===== src/rtl/serial_word_receiver_pkg.sv =====
// Shared definitions for the serial word receiver and its capture register.
// The default word width is the same one the upstream pulse_generator uses.
package serial_word_receiver_pkg;

  localparam int WORD_WIDTH = 16;

  typedef enum logic [1:0] {
    ST_IDLE  = 2'd0,
    ST_SHIFT = 2'd1,
    ST_DONE  = 2'd2
  } rxState_e;

  // Index of the last bit of a word, sized to the bit counter
  function automatic int lastBitIndex(input int width);
    return width - 1;
  endfunction

endpackage


===== src/rtl/serial_word_receiver_shift_capture.sv =====
// Shift register that assembles a serial word in either bit order.
// The clear input restarts the word: old contents are dropped while the
// current bit is shifted in as the first bit of the new word.
module shift_capture #(
  parameter int WIDTH     = 16,
  parameter bit MSB_FIRST = 1'b1
) (
  input  logic             clock_i,
  input  logic             reset_i,
  input  logic             shift_en_i,
  input  logic             clear_i,
  input  logic             bit_i,
  output logic [WIDTH-1:0] word_o
);

  logic [WIDTH-1:0] word_q;
  logic [WIDTH-1:0] word_d;
  logic [WIDTH-1:0] base;

  // Pick the register contents the new bit is shifted into, then shift in the chosen direction
  always_comb begin
    base   = clear_i ? '0 : word_q;
    word_d = word_q;
    if (shift_en_i) begin
      if (MSB_FIRST) begin
        word_d = {base[WIDTH-2:0], bit_i};
      end else begin
        word_d = {bit_i, base[WIDTH-1:1]};
      end
    end
  end

  // Word register with asynchronous clear
  always_ff @(posedge clock_i or posedge reset_i) begin
    if (reset_i) begin
      word_q <= '0;
    end else begin
      word_q <= word_d;
    end
  end

  assign word_o = word_q;

endmodule


===== src/rtl/serial_word_receiver.sv =====
// Serial-to-parallel word receiver fed by pulse_generator.
// Rebuilds WIDTH-bit words from a 1-bit stream framed by frame_start, flags
// words equal to PATTERN and counts completed words. An early frame_start
// aborts the partial word and restarts framing on the current bit.
module serial_word_receiver
  import serial_word_receiver_pkg::*;
#(
  parameter int               WIDTH     = WORD_WIDTH,
  parameter bit               MSB_FIRST = 1'b1,
  parameter logic [WIDTH-1:0] PATTERN   = 16'hA554,
  parameter int               CNT_W     = 8
) (
  input  logic             clock,
  input  logic             reset,
  input  logic             serial_in,
  input  logic             frame_start,
  output logic [WIDTH-1:0] word_out,
  output logic             word_valid,
  output logic             match,
  output logic             frame_error,
  output logic [CNT_W-1:0] word_count,
  output logic             busy
);

  localparam int BCW = $clog2(WIDTH);
  localparam logic [BCW-1:0] LAST_BIT = BCW'(lastBitIndex(WIDTH));
  localparam logic MATCH_RESET = (PATTERN == '0);

  rxState_e         state_q, state_d;
  logic [BCW-1:0]   bitCnt_q, bitCnt_d;
  logic [WIDTH-1:0] wordOut_q, wordOut_d;
  logic             valid_q, valid_d;
  logic             match_q, match_d;
  logic             frameErr_q, frameErr_d;
  logic [CNT_W-1:0] count_q, count_d;
  logic             shiftEn;
  logic             clearWord;
  logic [WIDTH-1:0] assembled;

  shift_capture #(
    .WIDTH     (WIDTH),
    .MSB_FIRST (MSB_FIRST)
  ) u_capture (
    .clock_i    (clock),
    .reset_i    (reset),
    .shift_en_i (shiftEn),
    .clear_i    (clearWord),
    .bit_i      (serial_in),
    .word_o     (assembled)
  );

  // Framing FSM: decides when to shift, when a word is complete and what the outputs become
  always_comb begin
    state_d    = state_q;
    bitCnt_d   = bitCnt_q;
    wordOut_d  = wordOut_q;
    valid_d    = 1'b0;
    match_d    = match_q;
    frameErr_d = 1'b0;
    count_d    = count_q;
    shiftEn    = 1'b0;
    clearWord  = 1'b0;
    case (state_q)
      ST_IDLE: begin
        if (frame_start) begin
          shiftEn   = 1'b1;
          clearWord = 1'b1;
          bitCnt_d  = BCW'(1);
          state_d   = ST_SHIFT;
        end
      end
      ST_SHIFT: begin
        shiftEn = 1'b1;
        if (frame_start) begin
          clearWord  = 1'b1;
          bitCnt_d   = BCW'(1);
          frameErr_d = 1'b1;
        end else if (bitCnt_q == LAST_BIT) begin
          bitCnt_d = '0;
          state_d  = ST_DONE;
        end else begin
          bitCnt_d = bitCnt_q + BCW'(1);
        end
      end
      ST_DONE: begin
        wordOut_d = assembled;
        valid_d   = 1'b1;
        match_d   = (assembled == PATTERN);
        count_d   = count_q + CNT_W'(1);
        if (frame_start) begin
          shiftEn   = 1'b1;
          clearWord = 1'b1;
          bitCnt_d  = BCW'(1);
          state_d   = ST_SHIFT;
        end else begin
          state_d = ST_IDLE;
        end
      end
      default: begin
        bitCnt_d = '0;
        state_d  = ST_IDLE;
      end
    endcase
  end

  // State, bit counter and registered outputs, all cleared asynchronously
  always_ff @(posedge clock or posedge reset) begin
    if (reset) begin
      state_q    <= ST_IDLE;
      bitCnt_q   <= '0;
      wordOut_q  <= '0;
      valid_q    <= 1'b0;
      match_q    <= MATCH_RESET;
      frameErr_q <= 1'b0;
      count_q    <= '0;
    end else begin
      state_q    <= state_d;
      bitCnt_q   <= bitCnt_d;
      wordOut_q  <= wordOut_d;
      valid_q    <= valid_d;
      match_q    <= match_d;
      frameErr_q <= frameErr_d;
      count_q    <= count_d;
    end
  end

  assign word_out    = wordOut_q;
  assign word_valid  = valid_q;
  assign match       = match_q;
  assign frame_error = frameErr_q;
  assign word_count  = count_q;
  assign busy        = (state_q == ST_SHIFT);

endmodule


===== config.mk =====
export PLATFORM = sky130hd
export DESIGN_NAME = serial_word_receiver
export DESIGN_NICKNAME = d
export VERILOG_FILES = /design/src/rtl/serial_word_receiver_pkg.sv /design/src/rtl/serial_word_receiver_shift_capture.sv /design/src/rtl/serial_word_receiver.sv
export SDC_FILE = /design/constraint.sdc
export NUM_CORES = 1
export LEC_CHECK = 0
export ABC_AREA = 1
export BUFFER_PORTS_ARGS = -buffer_cell sky130_fd_sc_hd__buf_2
export CORE_MARGIN = 8
export CORE_UTILIZATION = 45
export CTS_CLUSTER_DIAMETER = 60
export CTS_CLUSTER_SIZE = 16
export DETAILED_ROUTE_END_ITERATION = 16
export HOLD_SLACK_MARGIN = 0.15
export PLACE_DENSITY = 0.63
export SYNTH_ARGS = -nofsm -noshare
export SYNTH_HDL_FRONTEND = slang
export SYNTH_SLANG_ARGS = --single-unit

===== constraint.sdc =====
create_clock -name clock -period 1.6 [get_ports clock]
set_input_delay 0 -clock clock [delete_from_list [all_inputs] [get_ports clock]]
set_output_delay 0 -clock clock [all_outputs]
set_load 0.005 [all_outputs]

After elaboration in Yosys (flattened, before gate mapping). Cells that the tools add are included.

$add $sub $neg: 2. Multiply operators: 0. Divide/modulo/power cells: 0. Magnitude comparators: 0. Eq/ne operators: 8. Shift operators: 0. Mux-type cells: 15. Bitwise gates (word level): 0. Reduce and logical (&&, ||, !) cells: 4.

Operators by type and width (number): 16-bit equality test (second input constant) (1); 15-bit 2-to-1 mux (1); 4-bit 2-to-1 mux (3); 8-bit by 1-bit adder with 8-bit output (second input constant) (1); 4-bit one-hot mux with 2 select lines (1); 2-bit 2-to-1 mux (3); 2-bit one-hot mux with 3 select lines (1); 1-bit 2-to-1 mux (5); 4-bit by 1-bit adder with 4-bit output (second input constant) (1); 4-bit equality test (second input constant) (1); 2-bit by 1-bit != test with 1-bit output (second input constant) (2); 2-bit != test (second input constant) (2); 3-bit AND reduction (1); 3-bit OR reduction (1); 2-bit by 1-bit equality test with 1-bit output (second input constant) (1); 2-bit equality test (second input constant) (1); 2-bit zero test (1); 1-bit one-hot mux with 2 select lines (1); 2-bit OR reduction (1).

Flip-flop bits (word level): 49. Latch bits: 0. Bits in writable memories: 0. Memory bits (read-only): 0. Output and inout port bits: 28. Word-level logic and storage cells: 37. Memories kept: 0.

Depth between registers and ports, before layout. Gate-level depths: netlist of the first run.

Depth in word-level cells: 4. Mapped depth: 7. Gate-level depth less buffers: 7.

Hierarchy. From an unflattened synthesis of the first run, not the netlist that was laid out.

Cells, all modules: 246. Area total of the unflattened synthesis: 2144.6 um^2.

By module, submodules not included: serial_word_receiver (instances 1, cells each 175, area an instance 1490.2 um^2, seq. area each 825.8 um^2); shift_capture (instances 1, cells each 71, area an instance 654.4 um^2, seq. area each 400.4 um^2).

Worst setup path before layout of the first run. No wires, ideal clock.

Kind: register to register. Start: register state_q[0]. End: register u_capture.word_q[9] (netlist: u_capture.word_o[9]). Setup time: 127 ps. Data arrival time: 974 ps. Path slack: 498 ps. Cell stages (with the launch flop): 4. Period minus slack after synthesis: 1102 ps. Cells stage by stage: dfrtp_1 -> o21ai_2 -> buf_6 -> o22ai_1.

Longest elaborated chain between the ends: 4. Elaborated cells between the ends (all ways): 8. Those cells by class: eq/ne: 2; mux: 3; reduce/logical: 3.

Ends and longest elaborated chain: from (decl) (RTL line serial_word_receiver.sv:29) `rxState_e state_q, state_d;`; from (signal assigned) (RTL line serial_word_receiver.sv:117) `state_q <= state_d;`; 2-bit by 1-bit equality test with 1-bit output, or another cell as far along (RTL line serial_word_receiver.sv:63) `case (state_q)`; 3-bit OR reduction (no source line); 1-bit 2-to-1 mux; 15-bit 2-to-1 mux (RTL line serial_word_receiver_shift_capture.sv:22) `base = clear_i ? '0 : word_q;`; to (signal assigned) (RTL line serial_word_receiver_shift_capture.sv:38) `word_q <= word_d;`; to (decl) (RTL line serial_word_receiver_shift_capture.sv:16) `logic [WIDTH-1:0] word_q;`.

Parallel ways exist; a longest one is shown, timed or not. A chain may end at the register's enable or synchronous reset.

Worst setup path after layout of the first run.
Start: register state_q[0]. End: register u_capture.word_q[10] (netlist: u_capture.word_o[10]).

The elaborated chain is that of the path after synthesis.

==> results of run 1 <==
==> placed cells by master, fill, tap and decap left out, types with 2 or more instances in the layout <==
master and count:
nand2_1 53, dfrtp_1 49, buf_2 31, inv_1 27, o21ai_0 18, nor2_1 10
o22ai_2 9, nand3_1 9, o22ai_1 6, clkbuf_8 5, inv_2 4, nor2_2 3
xor2_1 3, dlygate4sd3_1 3, nor2_4 2, a21oi_1 2, ha_1 2, clkinv_2 2
==> area by class of cell <==
class / instances / area (sq um) / share of cell area
clock buffers: 6 / 72.6 / 0.0306
clock inverters: 2 / 10.0 / 0.00421
inverters: 31 / 116 / 0.0490
multi-input cells: 124 / 679 / 0.286
flip-flops and latches: 49 / 1230 / 0.516
well taps: 52 / 65.1 / 0.0274
repair buffers: 35 / 205 / 0.0864
==> power by group <==
part           internal [W]  leakage [nW]  switching, W
sequential          0.00125         0.668     0.0000134
clock              0.000304        0.0450      0.000400
combinational     0.0000353         0.496     0.0000615
total               0.00159          1.21      0.000475
==> cell usage after synthesis, types with 3 or more instances <==
cell     instances
buf_2            3
nand3_1          9
inv_1           28
inv_2            3
o22ai_2          9
nor2_2           3
nand2_1         53
o22ai_1          6
dfrtp_1         49
nor2_1          10
xor2_1           3
o21ai_0         18
==> registers in the layout (all words and copies together) (netlist names) <==
name              cells
word_valid            1
state_q               2
match                 1
word_out             16
u_capture.word_o     16
frame_error           1
bitCnt_q              4
word_count            8
==> through the flow <==
| stage | total power (W) | setup WS (ns) | instances | instance area [sq um] |
|---|---|---|---|---|
| floorplan | 0.00136 | 0.427 | 209 | 2050 |
| global route | 0.00216 | 0.208 | 299 | 2370 |
| detailed placement | 0.00139 | 0.0896 | 288 | 2250 |
| finish | 0.00207 | 0.317 | 299 | 2370 |
| global placement | 0.00138 | 0.123 | 288 | 2250 |
| CTS | 0.00209 | 0.0792 | 299 | 2370 |
==> repair_timing <==
action / 4_1_cts / 5_1_grt
hold endpoints to repair: 56 / 0
endpoints found under the setup margin: 0 / 1
buffers inserted: 0 / 0
gates resized for setup: 0 / 1
hold buffers: 3 / 0
==> metal layers <==
metal / global-route usage / up-vias / share of wire
met5: 0 / - / 0
met4: 0.0424 / 0 / 0.017
met3: 0.0479 / 5 / 0.058
met2: 0.173 / 21 / 0.44
met1: 0.139 / 642 / 0.49
li1: - / 736 / -
==> worst register-to-register path, delay by kind of cell, from the launching register on <==
| family | cells | cell delay [ns] |
|---|---|---|
| DFF | 1 | 0.47 |
| AOI/OAI and AO/OA | 2 | 0.69 |
==> worst paths after layout <==
check                                                    to  cells past startpoint
min in group clock          u_capture.word_o[0]$_DFFE_PP0P_                      4
setup reg to reg           u_capture.word_o[10]$_DFFE_PP0P_                      2
max in group asynchronous         word_count[6]$_DFFE_PP0N_                      4
setup / recovery           u_capture.word_o[10]$_DFFE_PP0P_                      2
hold reg to reg                     word_out[4]$_DFFE_PP0N_                      2
hold / removal                     word_out[12]$_DFFE_PP0N_                      3
==> cells by family (layout without fill, tap and decap cells) <==
| family | Yosys count | count (layout) | share of synthesized area |
|---|---|---|---|
| simple gates | 81 | 81 | 0.170 |
| compound gates | 38 | 38 | 0.133 |
| flops | 49 | 49 | 0.598 |
| buf+inv | 36 | 74 | 0.0750 |
| fa+ha+maj | 2 | 2 | 0.0122 |
| xor+xnor | 3 | 3 | 0.0128 |
==> flow_metrics.tcl, run 1 <==
set metrics [dict create \
    cts_root_buf "clkbuf_8" \
    start_util 0.468 \
    ys_seq_area_frac 0.598 \
    vias 1404 \
    wl_um 3740 \
    clock_latency_ns 0.31 \
    avgSynthCellArea_sq_um 9.82 \
    startpoint "state_q[0]$_DFFE_PP0P_" \
    async_reset_ff_frac 1.00 \
    ant_nets 0 \
    final_core_util 0.542 \
    worstPathArrival_ns 1.46 \
    slew_headroom 0.616 \
    worst_pin_slew_ns 0.574 \
    max_freq_mhz 779 \
    critical_path.top_delay_family "compound AO/OA/AOI/OAI gates" \
    syn_area_sq_um 2050 \
    cts_inserted_buffers 5 \
    powerDensity_nw_per_um2 870 \
    finalCritPeriodShare 0.802 \
    grt_pass1_wl_um 6580 \
    required_ns 1.77 \
    slew_viol_final 0 \
    die_h_um 83.5 \
    holdWs_ns 0.255 \
    synth_area_leaders "dfrtp_1 60%, nand2_1 9.7%, o22ai_2 5.5%, inv_1 5.1%, o21ai_0 4.4%" \
    antenna_cells 0 \
    r2r-start "state_q[0]$_DFFE_PP0P_" \
    hold_viol 0 \
    io_buffers 31 \
    drv_cap 0 \
    path_class "register to register" \
    place.gp.congestion 0.741 \
    synth.top_cell.area_share 0.598 \
    die_w_um 83.5 \
    core_sq_um 4380 \
    rows 24 \
    drive_gt1_frac 0.239 \
    synthCells 209 \
    start_kind "register" \
    finalSetupViolCount 0 \
    syn_nets 215 \
    p_leak_nw 1.21 \
    vdd_ir_drop_max_v 0.000527 \
    ys_types 23 \
    cp_max_fo 17 \
    synth_edf_count 0 \
    cts.htree.levels 2 \
    area_growth_pct 15.7 \
    synth_ff_type "dfrtp_1" \
    critPathBufInv 0 \
    wl_per_cell_um 12.5 \
    synth_warnings 0 \
    r2r_setup_slack_ns 0.32 \
    grt_pass1_vias 1441 \
    hp-class "input port to async pin" \
    min_period_ns 1.28 \
    path_cells "o21ai_4, o22ai_1" \
    fin_skew_ns 0.00703 \
    clkSinkCount 49 \
    cp_slowest_stage_delay_ns 0.52 \
    tns_ns 0 \
    dr.pass1.iters 4 \
    nNetsFinal 252 \
    via_per_inst 4.70 \
    outcome "finished, final reports clean" \
    cp-end-kind "register" \
    crit_slowest_cell "o21ai_4" \
    cts_buffer_depth 2 \
    drcViolationCount 0 \
    grt_setup_unrepaired "no" \
    synth_top_area_cell "dfrtp_1" \
    cts_tree "done" \
    drt-initial-drc-count 80 \
    ys_ff_latch 49 \
    grt-ovfl-total 0 \
    antenna_found_initial 0 \
    grt_use_total 0.113 \
    dpl.hpwl_um 2600 \
    nFillCells 408 \
    io_pins 32 \
    grt_max_degree 36 \
    die_area_sq_um 6980 \
    clkSlewWorstSetupHoldPaths_ns 0.09 \
]
Note: power is estimated with default switching activity, not from simulation.
==> inputs of run 2 (changes only) <==
- PLACE_DENSITY: 0.63 -> 0.65
- clock period: 1.6 -> 1.1 ns (I/O delays scaled with it)
==> flow_metrics.tcl, run 2 (same netlist as run 1, synthesis figures left out) <==
set metrics [dict create \
    outcome "finished, violations left" \
    violations "negative setup slack" \
    cts_buffer_depth 2 \
    antenna_found_initial 0 \
    r2r_end "u_capture.word_o[14]$_DFFE_PP0P_" \
    cp_slowest_stage_delay_ns 0.40 \
    clock_latency_ns 0.31 \
    tns_ns -0.465 \
    die_area_sq_um 6980 \
    grt-ovfl-total 0 \
    die_h_um 83.5 \
    rows 24 \
    cp-end-kind "register" \
    drv_cap 0 \
    cts_root_buf "clkbuf_8" \
    grt_setup_unrepaired "yes" \
    slew_headroom 0.803 \
    grt_max_degree 36 \
    cts_inserted_buffers 5 \
    final_common_cell "nand2_1" \
    critPathBufInv 2 \
    grt_use_total 0.125 \
    nFillCells 366 \
    slew_viol_final 0 \
    powerDensity_nw_per_um2 1250 \
    place.gp.congestion 0.776 \
    cts_tree "done" \
    wl_per_cell_um 13.4 \
    vdd_ir_drop_max_v 0.000790 \
    start_util 0.468 \
    antenna_cells 0 \
    layout_common_cells "51 x nand2_1, 48 x dfrtp_1, 30 x buf_2, 25 x inv_1, 16 x o21ai_0" \
    drcViolationCount 0 \
    p_leak_nw 1.35 \
    min_period_ns 1.15 \
    wl_um 4260 \
    max_freq_mhz 871 \
    setup_ws_ns -0.0480 \
    finalCritPeriodShare 1.04 \
    grt_pass1_vias 1516 \
    hold_viol 0 \
    worstPathArrival_ns 1.33 \
    path_class "register to register" \
    die_w_um 83.5 \
    io_pins 32 \
    cp_max_fo 8 \
    clkSinkCount 49 \
    ant_nets 0 \
    hp-class "input port to async pin" \
    path_cells "inv_2, nand2_4, o21ai_2, buf_6, o22ai_2" \
    drive_gt1_frac 0.353 \
    grt_pass1_wl_um 7180 \
    critical_path.top_delay_family "flip-flops" \
    area_growth_pct 31.0 \
    required_ns 1.29 \
    r2r_setup_slack_ns -0.05 \
    seq_area_sq_um 1230 \
    rr_worst_depth 5 \
    nNetsFinal 271 \
    via_per_inst 4.81 \
    finalSetupViolCount 19 \
    crit_slowest_cell "dfrtp_1" \
    final_core_util 0.613 \
    dr.pass1.iters 4 \
    cts.htree.levels 2 \
    start_kind "register" \
    io_buffers 31 \
    drt-initial-drc-count 160 \
    core_sq_um 4380 \
    fin_skew_ns 0.00661 \
    worst_pin_slew_ns 0.296 \
    clkSlewWorstSetupHoldPaths_ns 0.08 \
    vias 1531 \
    dpl.hpwl_um 2770 \
    r2r-start "state_q[1]$_DFFE_PP0P_" \
    multi_input_area_sq_um 766 \
    power.total_w 0.00337 \
]
## run 2: layout make-up
class                      instances  area share
clock inverter                     1      0.0112
clock buffer                       7      0.0321
tap                               52      0.0242
multi-input combinational        124       0.285
timing repair buffer              54       0.143
inverter                          31      0.0475
sequential                        49       0.457
## run 2: where the power goes
part           internal (W)  switching, W
clock network      0.000741      0.000581
logic             0.0000881      0.000116
registers           0.00182     0.0000160
total               0.00265      0.000713
## run 2: how the worst max path moves through the flow
stage	startpoint	end	slack (ns)	cells past startpoint
after global routing	state_q[0]$_DFFE_PP0P_	word_count[6]$_DFFE_PP0N_	-0.1	6
after CTS	state_q[0]$_DFFE_PP0P_	word_count[6]$_DFFE_PP0N_	-0.02	6
after floorplan	state_q[0]$_DFFE_PP0P_	u_capture.word_o[9]$_DFFE_PP0P_	-0.002	3
after detailed placement	state_q[1]$_DFFE_PP0P_	match$_DFFE_PP0N_	-0.14	6
final	state_q[1]$_DFFE_PP0P_	u_capture.word_o[14]$_DFFE_PP0P_	-0.05	5
after global placement	state_q[1]$_DFFE_PP0P_	match$_DFFE_PP0N_	-0.1	6
## run 2: repair_timing
| action | in CTS | in global routing |
|---|---|---|
| setup buffers | 4 | 2 |
| pin swaps | 1 | 8 |
| cloned | 0 | 0 |
| gates resized for setup | 13 | 20 |
| hold endpoints to repair | 55 | 0 |
| setup endpoints to repair | 41 | 42 |
| hold buffers | 3 | 0 |
## run 2: metrics by stage
step	setup slack (ns)	hold slack, ns	instances	instance area, sq um
6_report	-0.0480	0.187	318	2690
3_3_place_gp	-0.0997	-0.0302	301	2370
2_1_floorplan	-0.00163	0.0360	209	2060
3_5_place_dp	-0.135	-0.0224	301	2370
5_1_grt	-0.0984	0.199	318	2690
4_1_cts	-0.0166	0.190	316	2600
## run 2: worst register-to-register path: stages, from the launching register on
cell     delay, ns
dfrtp_1       0.40
inv_2         0.12
nand2_4       0.10
o21ai_2       0.13
buf_6         0.20
o22ai_2       0.09
## run 2: routing by layer
layer / GRT usage / part of all wire
met1: 0.158 / 0.48
met2: 0.190 / 0.46
met3: 0.0430 / 0.038
met4: 0.0518 / 0.023
met5: 0 / 0
==> inputs of run 3 (changes only) <==
- PLACE_DENSITY: 0.65 -> 0.63
- clock period: 1.1 -> 1.47 ns (I/O delays scaled with it)
==> flow_metrics.tcl, run 3 (same netlist as run 1, synthesis figures left out) <==
set metrics [dict create \
    cts_root_buf "clkbuf_8" \
    post_cts_buffers 0 \
    start_util 0.468 \
    via_per_inst 4.77 \
    area_growth_pct 17.0 \
    hold_viol 0 \
    vdd_ir_drop_max_v 0.000475 \
    clkSinkCount 49 \
    cts_inserted_buffers 5 \
    io_buffers 31 \
    die_w_um 83.5 \
    hp-class "input port to async pin" \
    antenna_cells 0 \
    rows 24 \
    required_ns 1.63 \
    clock_latency_ns 0.29 \
    finalCritPeriodShare 0.902 \
    grt-ovfl-total 0 \
    cts_buffer_depth 2 \
    grt_use_total 0.112 \
    start_kind "register" \
    grt_pass1_wl_um 6550 \
    antenna_found_initial 0 \
    nNetsFinal 254 \
    final_area_sq_um 2400 \
    cp_max_fo 16 \
    max_freq_mhz 755 \
    final_common_cell "nand2_1" \
    die_area_sq_um 6980 \
    nFillCells 429 \
    wl_per_cell_um 12.3 \
    drive_gt1_frac 0.238 \
    drv_cap 0 \
    fin_skew_ns 0.00485 \
    grt_setup_unrepaired "no" \
    layout_common_cells "53 x nand2_1, 49 x dfrtp_1, 31 x buf_2, 27 x inv_1, 18 x o21ai_0" \
    cts.htree.levels 2 \
    die_h_um 83.5 \
    ant_nets 0 \
    tns_ns 0 \
    dpl.hpwl_um 2520 \
    cts_tree "done" \
    grt_max_degree 50 \
    multi_input_area_sq_um 684 \
    seq_area_sq_um 1230 \
    p_leak_nw 1.22 \
    worst_pin_slew_ns 0.582 \
    post-place-ws_ns 0.0377 \
    drt-initial-drc-count 71 \
    wl_um 3680 \
    outcome "finished, final reports clean" \
    min_period_ns 1.33 \
    vias 1430 \
    finalSetupViolCount 0 \
    path_class "register to register" \
    grt_pass1_vias 1436 \
    placed_area_sq_um 2260 \
    core_sq_um 4380 \
    dr.pass1.iters 4 \
    slew_headroom 0.611 \
    clkSlewWorstSetupHoldPaths_ns 0.08 \
    io_pins 32 \
    cp-end-kind "register" \
    setup_ws_ns 0.145 \
    rr_worst_depth 5 \
    slew_viol_final 0 \
    powerDensity_nw_per_um2 944 \
    worstPathArrival_ns 1.49 \
    drcViolationCount 0 \
    place.gp.congestion 0.741 \
]
==> run 3: cell types whose count changed in the layout (fill, tap and decap cells not counted), sizes merged <==
| cell | delta |
|---|---|
| dlygate4sd3 | +1 |
| buf | -18 |
| clkinvlp | -1 |
| bufinv | -1 |
| inv | +1 |
==> run 3: worst paths after layout <==
check	start	to	slack, ns
worst max-delay path	state_q[0]$_DFFE_PP0P_	u_capture.word_o[10]$_DFFE_PP0P_	0.14
worst min-delay path	reset	bitCnt_q[2]$_DFFE_PP0P_	0.27
worst max register to register	state_q[0]$_DFFE_PP0P_	u_capture.word_o[10]$_DFFE_PP0P_	0.14
worst min register to register	word_out[6]$_DFFE_PP0N_	word_out[6]$_DFFE_PP0N_	0.48
max in group asynchronous	reset	u_capture.word_o[5]$_DFFE_PP0P_	0.97
min in group clock	frame_start	u_capture.word_o[0]$_DFFE_PP0P_	0.29
==> run 3: final cells by class <==
type / count / area share
flip-flops and latches: 49 / 0.511
well taps: 52 / 0.0271
repair buffers: 37 / 0.0928
clock buffers: 7 / 0.0360
multi-input cells: 124 / 0.285
inverters: 31 / 0.0485
==> run 3: worst max-delay path, cell delays in order (launching register included) <==
cell	delay, ns
dfrtp_1	0.41
buf_4	0.16
nand2_2	0.14
nor2_4	0.06
inv_2	0.28
o22ai_1	0.12
==> run 3: routing by layer <==
metal	vias to the layer above	wire, um	track usage
met3	8	202	0.0430
met2	23	1660	0.177
met1	658	1760	0.136
met4	0	54	0.0424
met5	-	0	0
li1	741	-	-
==> run 3: repair_timing <==
item | in CTS | in global routing
endpoints found under the setup margin | 0 | 10
gates resized for setup | 0 | 2
hold endpoints to repair | 56 | 0
hold buffers | 4 | 0
==> run 3: stage by stage <==
stage	instances	hold slack [ns]	power, W	utilization
finish	300	0.274	0.00227	0.548
global route	300	0.292	0.00237	0.548
CTS	300	0.283	0.00231	0.545
detailed placement	289	0.0636	0.00151	0.516
global placement	289	0.0606	0.00151	0.516
floorplan	209	0.121	0.00148	-
==> run 3: power by group <==
part | total (W) | switching (W) | internal [W] | leakage (nW)
registers | 0.00138 | 0.0000142 | 0.00136 | 0.668
logic | 0.000107 | 0.0000668 | 0.0000403 | 0.504
clock network | 0.000781 | 0.000407 | 0.000374 | 0.0443
